==> config.mk <==
export PLATFORM = sky130hd
export DESIGN_NAME = btn_press_decode
export DESIGN_NICKNAME = d
export VERILOG_FILES = /design/src/rtl/btn_press_decode.sv
export SDC_FILE = /design/constraint.sdc
export NUM_CORES = 1
export LEC_CHECK = 0
export BUFFER_PORTS_ARGS = -buffer_cell sky130_fd_sc_hd__buf_2
export CELL_PAD_IN_SITES_DETAIL_PLACEMENT = 1
export CELL_PAD_IN_SITES_GLOBAL_PLACEMENT = 1
export CORE_UTILIZATION = 38
export DETAILED_ROUTE_END_ITERATION = 8
export GPL_TIMING_DRIVEN = 0
export PLACE_DENSITY_LB_ADDON = 0.3
export SETUP_SLACK_MARGIN = 0.4
export SLEW_MARGIN = 20
export SYNTH_ARGS = -nofsm -noshare
export SYNTH_HDL_FRONTEND = slang
export SYNTH_SLANG_ARGS = --single-unit
==> constraint.sdc <==
create_clock -name clk -period 1.6 [get_ports clk]
set_input_delay 0.32 -clock clk [delete_from_list [all_inputs] [get_ports clk]]
set_output_delay 0.32 -clock clk [all_outputs]
set_load 0.005 [all_outputs]
==> src/rtl/btn_press_decode.sv <==
// ---------------------------------------------------------------------------
// btn_press_decode
//   Debounces and classifies push-button activity. It consumes a periodic
//   one-cycle timebase tick and the rising/falling edge pulses of the
//   synchronised button line. It produces the debounced held level plus
//   one-cycle short-press, long-press and optional auto-repeat events.
//
// Ports
//   clk           in   system clock
//   rst_n         in   asynchronous active-low reset
//   tick          in   one-cycle timebase strobe
//   data_redge    in   one-cycle rising-edge pulse of the button line
//   data_fedge    in   one-cycle falling-edge pulse of the button line
//   held          out  debounced button level
//   press_short   out  pulse: debounced release after a hold < LONG_TICKS
//   press_long    out  pulse: hold counter reaches LONG_TICKS
//   press_repeat  out  pulse: auto-repeat after a long press (REPEAT_EN)
//
// Configuration
//   REPEAT_EN     define to enable auto-repeat; otherwise press_repeat = 0
//
// All outputs are registered. Event pulses appear in the cycle after the
// input that decides them.
// ---------------------------------------------------------------------------
module btn_press_decode #(
    parameter int unsigned DEBOUNCE_TICKS = 4,
    parameter int unsigned LONG_TICKS     = 50,
    parameter int unsigned REPEAT_TICKS   = 10
) (
    input  logic clk,
    input  logic rst_n,
    input  logic tick,
    input  logic data_redge,
    input  logic data_fedge,
    output logic held,
    output logic press_short,
    output logic press_long,
    output logic press_repeat
);

    localparam int unsigned DEB_W  = $clog2(DEBOUNCE_TICKS + 1);
    localparam int unsigned HOLD_W = $clog2(LONG_TICKS + 1);

    localparam logic [DEB_W-1:0]  DEB_LAST  = DEB_W'(DEBOUNCE_TICKS - 1);
    localparam logic [HOLD_W-1:0] HOLD_LAST = HOLD_W'(LONG_TICKS - 1);
    localparam logic [HOLD_W-1:0] HOLD_MAX  = HOLD_W'(LONG_TICKS);

    // Reject parameter sets that break the debounce/long/repeat ordering.
    if (DEBOUNCE_TICKS < 1 || LONG_TICKS <= DEBOUNCE_TICKS || REPEAT_TICKS < 1) begin : g_param_check
        $error("btn_press_decode: illegal DEBOUNCE_TICKS/LONG_TICKS/REPEAT_TICKS");
    end

    typedef enum logic [1:0] {
        S_IDLE        = 2'd0,
        S_PRESS_DEB   = 2'd1,
        S_HELD        = 2'd2,
        S_RELEASE_DEB = 2'd3
    } state_t;

    state_t              r_state;
    state_t              w_state_nxt;
    logic [DEB_W-1:0]    r_deb_cnt;
    logic [DEB_W-1:0]    w_deb_cnt_nxt;
    logic [HOLD_W-1:0]   r_hold_cnt;
    logic [HOLD_W-1:0]   w_hold_cnt_nxt;
    logic                r_held;
    logic                w_held_nxt;
    logic                r_short;
    logic                w_short_nxt;
    logic                r_long;
    logic                w_long_nxt;

`ifdef REPEAT_EN
    localparam int unsigned REP_W    = $clog2(REPEAT_TICKS + 1);
    localparam logic [REP_W-1:0] REP_LAST = REP_W'(REPEAT_TICKS - 1);

    logic [REP_W-1:0]    r_rep_cnt;
    logic [REP_W-1:0]    w_rep_cnt_nxt;
    logic                r_repeat;
    logic                w_repeat_nxt;
`endif

    // Edge qualification: opposite edges together are meaningless and are
    // dropped; any edge in a cycle swallows a coincident tick.
    logic w_rise;
    logic w_fall;
    logic w_tick;

    assign w_rise = data_redge & ~data_fedge;
    assign w_fall = data_fedge & ~data_redge;
    assign w_tick = tick & ~(data_redge | data_fedge);

    // State and output registers.
    always_ff @(posedge clk or negedge rst_n) begin
        if (!rst_n) begin
            r_state    <= S_IDLE;
            r_deb_cnt  <= '0;
            r_hold_cnt <= '0;
            r_held     <= 1'b0;
            r_short    <= 1'b0;
            r_long     <= 1'b0;
`ifdef REPEAT_EN
            r_rep_cnt  <= '0;
            r_repeat   <= 1'b0;
`endif
        end else begin
            r_state    <= w_state_nxt;
            r_deb_cnt  <= w_deb_cnt_nxt;
            r_hold_cnt <= w_hold_cnt_nxt;
            r_held     <= w_held_nxt;
            r_short    <= w_short_nxt;
            r_long     <= w_long_nxt;
`ifdef REPEAT_EN
            r_rep_cnt  <= w_rep_cnt_nxt;
            r_repeat   <= w_repeat_nxt;
`endif
        end
    end

    // Next-state, counter and event decode.
    always_comb begin
        w_state_nxt    = r_state;
        w_deb_cnt_nxt  = r_deb_cnt;
        w_hold_cnt_nxt = r_hold_cnt;
        w_short_nxt    = 1'b0;
        w_long_nxt     = 1'b0;
`ifdef REPEAT_EN
        w_rep_cnt_nxt  = r_rep_cnt;
        w_repeat_nxt   = 1'b0;
`endif

        case (r_state)
            S_IDLE: begin
                w_deb_cnt_nxt  = '0;
                w_hold_cnt_nxt = '0;
`ifdef REPEAT_EN
                w_rep_cnt_nxt  = '0;
`endif
                if (w_rise) begin
                    w_state_nxt = S_PRESS_DEB;
                end
            end

            S_PRESS_DEB: begin
                if (w_fall) begin
                    w_state_nxt   = S_IDLE;
                    w_deb_cnt_nxt = '0;
                end else if (w_tick) begin
                    if (r_deb_cnt == DEB_LAST) begin
                        w_state_nxt    = S_HELD;
                        w_deb_cnt_nxt  = '0;
                        w_hold_cnt_nxt = '0;
                    end else begin
                        w_deb_cnt_nxt = r_deb_cnt + DEB_W'(1);
                    end
                end
            end

            S_HELD: begin
                if (w_fall) begin
                    w_state_nxt   = S_RELEASE_DEB;
                    w_deb_cnt_nxt = '0;
                end else if (w_tick) begin
                    if (r_hold_cnt != HOLD_MAX) begin
                        w_hold_cnt_nxt = r_hold_cnt + HOLD_W'(1);
                    end
                    // The long event fires only on the transition into saturation.
                    if (r_hold_cnt == HOLD_LAST) begin
                        w_long_nxt = 1'b1;
`ifdef REPEAT_EN
                        w_rep_cnt_nxt = '0;
`endif
                    end
`ifdef REPEAT_EN
                    // Once saturated, every tick advances the repeat timer.
                    if (r_hold_cnt == HOLD_MAX) begin
                        if (r_rep_cnt == REP_LAST) begin
                            w_rep_cnt_nxt = '0;
                            w_repeat_nxt  = 1'b1;
                        end else begin
                            w_rep_cnt_nxt = r_rep_cnt + REP_W'(1);
                        end
                    end
`endif
                end
            end

            S_RELEASE_DEB: begin
                if (w_rise) begin
                    w_state_nxt = S_HELD;
                end else if (w_tick) begin
                    if (r_deb_cnt == DEB_LAST) begin
                        w_state_nxt   = S_IDLE;
                        w_deb_cnt_nxt = '0;
                        w_short_nxt   = (r_hold_cnt < HOLD_MAX);
                    end else begin
                        w_deb_cnt_nxt = r_deb_cnt + DEB_W'(1);
                    end
                end
            end

            default: begin
                w_state_nxt = S_IDLE;
            end
        endcase

        // Debounced level is high from acceptance of a press until acceptance of its release.
        w_held_nxt = (w_state_nxt == S_HELD) || (w_state_nxt == S_RELEASE_DEB);
    end

    assign held        = r_held;
    assign press_short = r_short;
    assign press_long  = r_long;
`ifdef REPEAT_EN
    assign press_repeat = r_repeat;
`else
    assign press_repeat = 1'b0;
`endif

endmodule

==> results.ini <==
[timing]
hold_violations = 0
period_minus_slack_ns = 1.594
period_share = 0.9960
max_freq_mhz = 627.5
skew_ns = 0.003755
whs_ns = 0.2856
drv_slew = 0
rsz0062_at_grt = true
setup_viol = 0

[global_route]
antenna_found_initial = 0
grt_pass1_vias = 713
grt_max_degree = 14
grt_overflow = 0
grtUsageTotal = 0.2368
grt_first_pass_wirelength_um = 3450

[worst_hold_path]
hold_path_class = primary input to register
min_from = data_redge

[cells_and_area]
fin_area_um2 = 1119
finish.utilization = 0.6144
area_delta_synth_final_pct = 44.66
drive_gt1_frac = 0.5278
fin_nets = 118
nFillCells = 207
antenna-diode-count = 0

[clocking]
root_buffer = clkbuf_4
cts_num_sinks = 13
cts_inserted_buffers = 3
clockBufferDepth = 2
cts.clk_slew.worst_paths_ns = 0.08
clk_latency_ns = 0.30
cts_tree = yes
cts.htree.levels = 1

[route]
firstDrtPassIters = 4
wl_per_cell_um = 20.00
drt-initial-drc-count = 8
via_count = 744
ant_nets = 0
wl_um = 2660
drcViolationCount = 0
viasPerCell = 5.594

[die]
die_height_um = 47.11
core_area_um2 = 1821
start_util = 0.4247
rows = 15
die_area_um2 = 2219
ios = 9
die_w_um = 47.11

[power]
leakage_nw = 0.4888
power_density_nw_per_um2 = 1149
max-vdd-ir-drop_mv = 0.6325

[synthesis]
syn_nets = 88
synth_top_area_frac = 0.4207
netlist_area_um2 = 773.2
synth_area_per_cell_um2 = 9.788
synth_cell_type_count = 32
yosys-top-cells-area = dfrtp_1, ha_1, mux2i_1
yosys.area.top_type = dfrtp_1
yosysSeqAreaShare = 0.4207
ys_seq_elements = 13
ys.warnings.count = 0
syn-instance-count = 79

[critical_path]
arrival_ns = 1.77
cp-startpoint = r_hold_cnt[4]
reg2reg_from = r_hold_cnt[4]
crit_type = register to register
crit_path_end_kind = register
critPathLaunchType = register
cp_data_required_time_ns = 1.78
cp_max_fo = 4

[run]
max-cap-violations = 0

[placement]
place_area_um2 = 858.3
port_buffers = 7
place_congestion = 0.7140
dp_hpwl_um = 1241

[status]
status = finished clean

final timing paths:
path / to / slack (ns) / cells past startpoint
setup / recovery: r_hold_cnt[2] / 0.006 / 5
hold / removal: r_state[0] / 0.29 / 2
setup reg to reg: r_hold_cnt[2] / 0.006 / 5
hold reg to reg: r_deb_cnt[2] / 0.55 / 2
max in group asynchronous: held / 0.91 / 2
min in group asynchronous: r_hold_cnt[2] / 0.44 / 2
layout by cell type (no fill, tap or decap), types with 2 or more instances in the layout:
master,netlist,final
a21oi_1,5,4
and3_2,2,2
and3_4,0,2
buf_2,0,6
buf_4,1,16
buf_6,1,4
clkbuf_4,0,3
dfrtp_1,13,7
dfrtp_2,0,6
ha_1,4,2
ha_2,0,2
inv_1,4,4
mux2i_1,3,3
nand2_1,6,5
nand3_1,4,4
nor2_1,8,6
worst max-delay path, cell delays in order, from the launching register on:
cell and delay (ns):
dfrtp_2 0.42, and4bb_2 0.26, a211o_4 0.36, buf_4 0.14
a21oi_1 0.17, mux2i_1 0.12
report_power, final:
group          switching (mW)  internal (mW)  leakage, nW
registers              0.0669          0.407        0.159
clock network           0.121         0.0975       0.0150
logic                   0.309          0.284        0.314
total                   0.497          0.789        0.489
layer usage:
layer	share of wire	wire, um	global-route usage	up-vias
met5	0	0	0	-
met4	0.022	59	0.08571	0
met3	0.035	92	0.05769	7
met2	0.52	1394	0.4000	22
met1	0.42	1113	0.2940	371
li1	-	-	-	344
through the flow:
step / power (mW) / std cells / setup WS (ns) / setup TNS, ns
after floorplan: 0.7090 / 79 / 0.05099 / 0
after global placement: 0.7837 / 111 / -0.1668 / -0.3801
after detailed placement: 0.8062 / 111 / -0.1671 / -0.4658
after CTS: 1.163 / 128 / 0.05360 / 0
after global routing: 1.360 / 133 / -0.07154 / -0.07154
final: 1.286 / 133 / 0.006396 / 0
synth_stat cells, drive strengths merged:
cell	number
ha	4
nor2	8
inv	4
nor3b	2
a211o	2
and4bb	1
conb	1
xnor2	1
and2b	2
o21ai	2
a2111oi	1
o311ai	1
nor2b	1
nand2b	1
nand2	6
a22o	1
mux2i	3
a211oi	3
and3	4
nand4	1
nand3	4
a21oi	5
buf	2
or3b	1
o2bb2ai	1
and2	1
a31oi	2
dfrtp	13
a311oi	1
flip-flops by register name, summed over array words and instances (netlist names):
name         count
r_hold_cnt       6
held             1
press_long       1
press_short      1
r_state          1
r_deb_cnt        3
what timing repair did:
item | CTS | global route
hold buffers | 1 | 0
endpoints found under the setup margin | 12 | 13
endpoints found under the hold margin | 13 | 0
setup buffers | 12 | 5
pin swaps | 4 | 4
resized for setup | 16 | 9
logic make-up after synthesis:
family	Yosys count	share of synthesized area
buf+inv	6	0.04369
mux	3	0.03884
compound gates	19	0.1796
simple gates	32	0.2363
flops	13	0.4207
xor+xnor	1	0.01133
fa+ha+maj	4	0.06473
other cells	1	0.004850
area by class of cell:
type | count | area, um2 | share of cell area
inverter | 4 | 15.01 | 0.01342
multi-input combinational | 60 | 508.0 | 0.4541
buffer | 2 | 18.77 | 0.01678
timing repair buffer | 25 | 186.4 | 0.1667
clock buffer | 4 | 26.28 | 0.02349
tap | 25 | 31.28 | 0.02796
sequential | 13 | 332.8 | 0.2975
No activity file was read; power rests on OpenSTA's default activity.
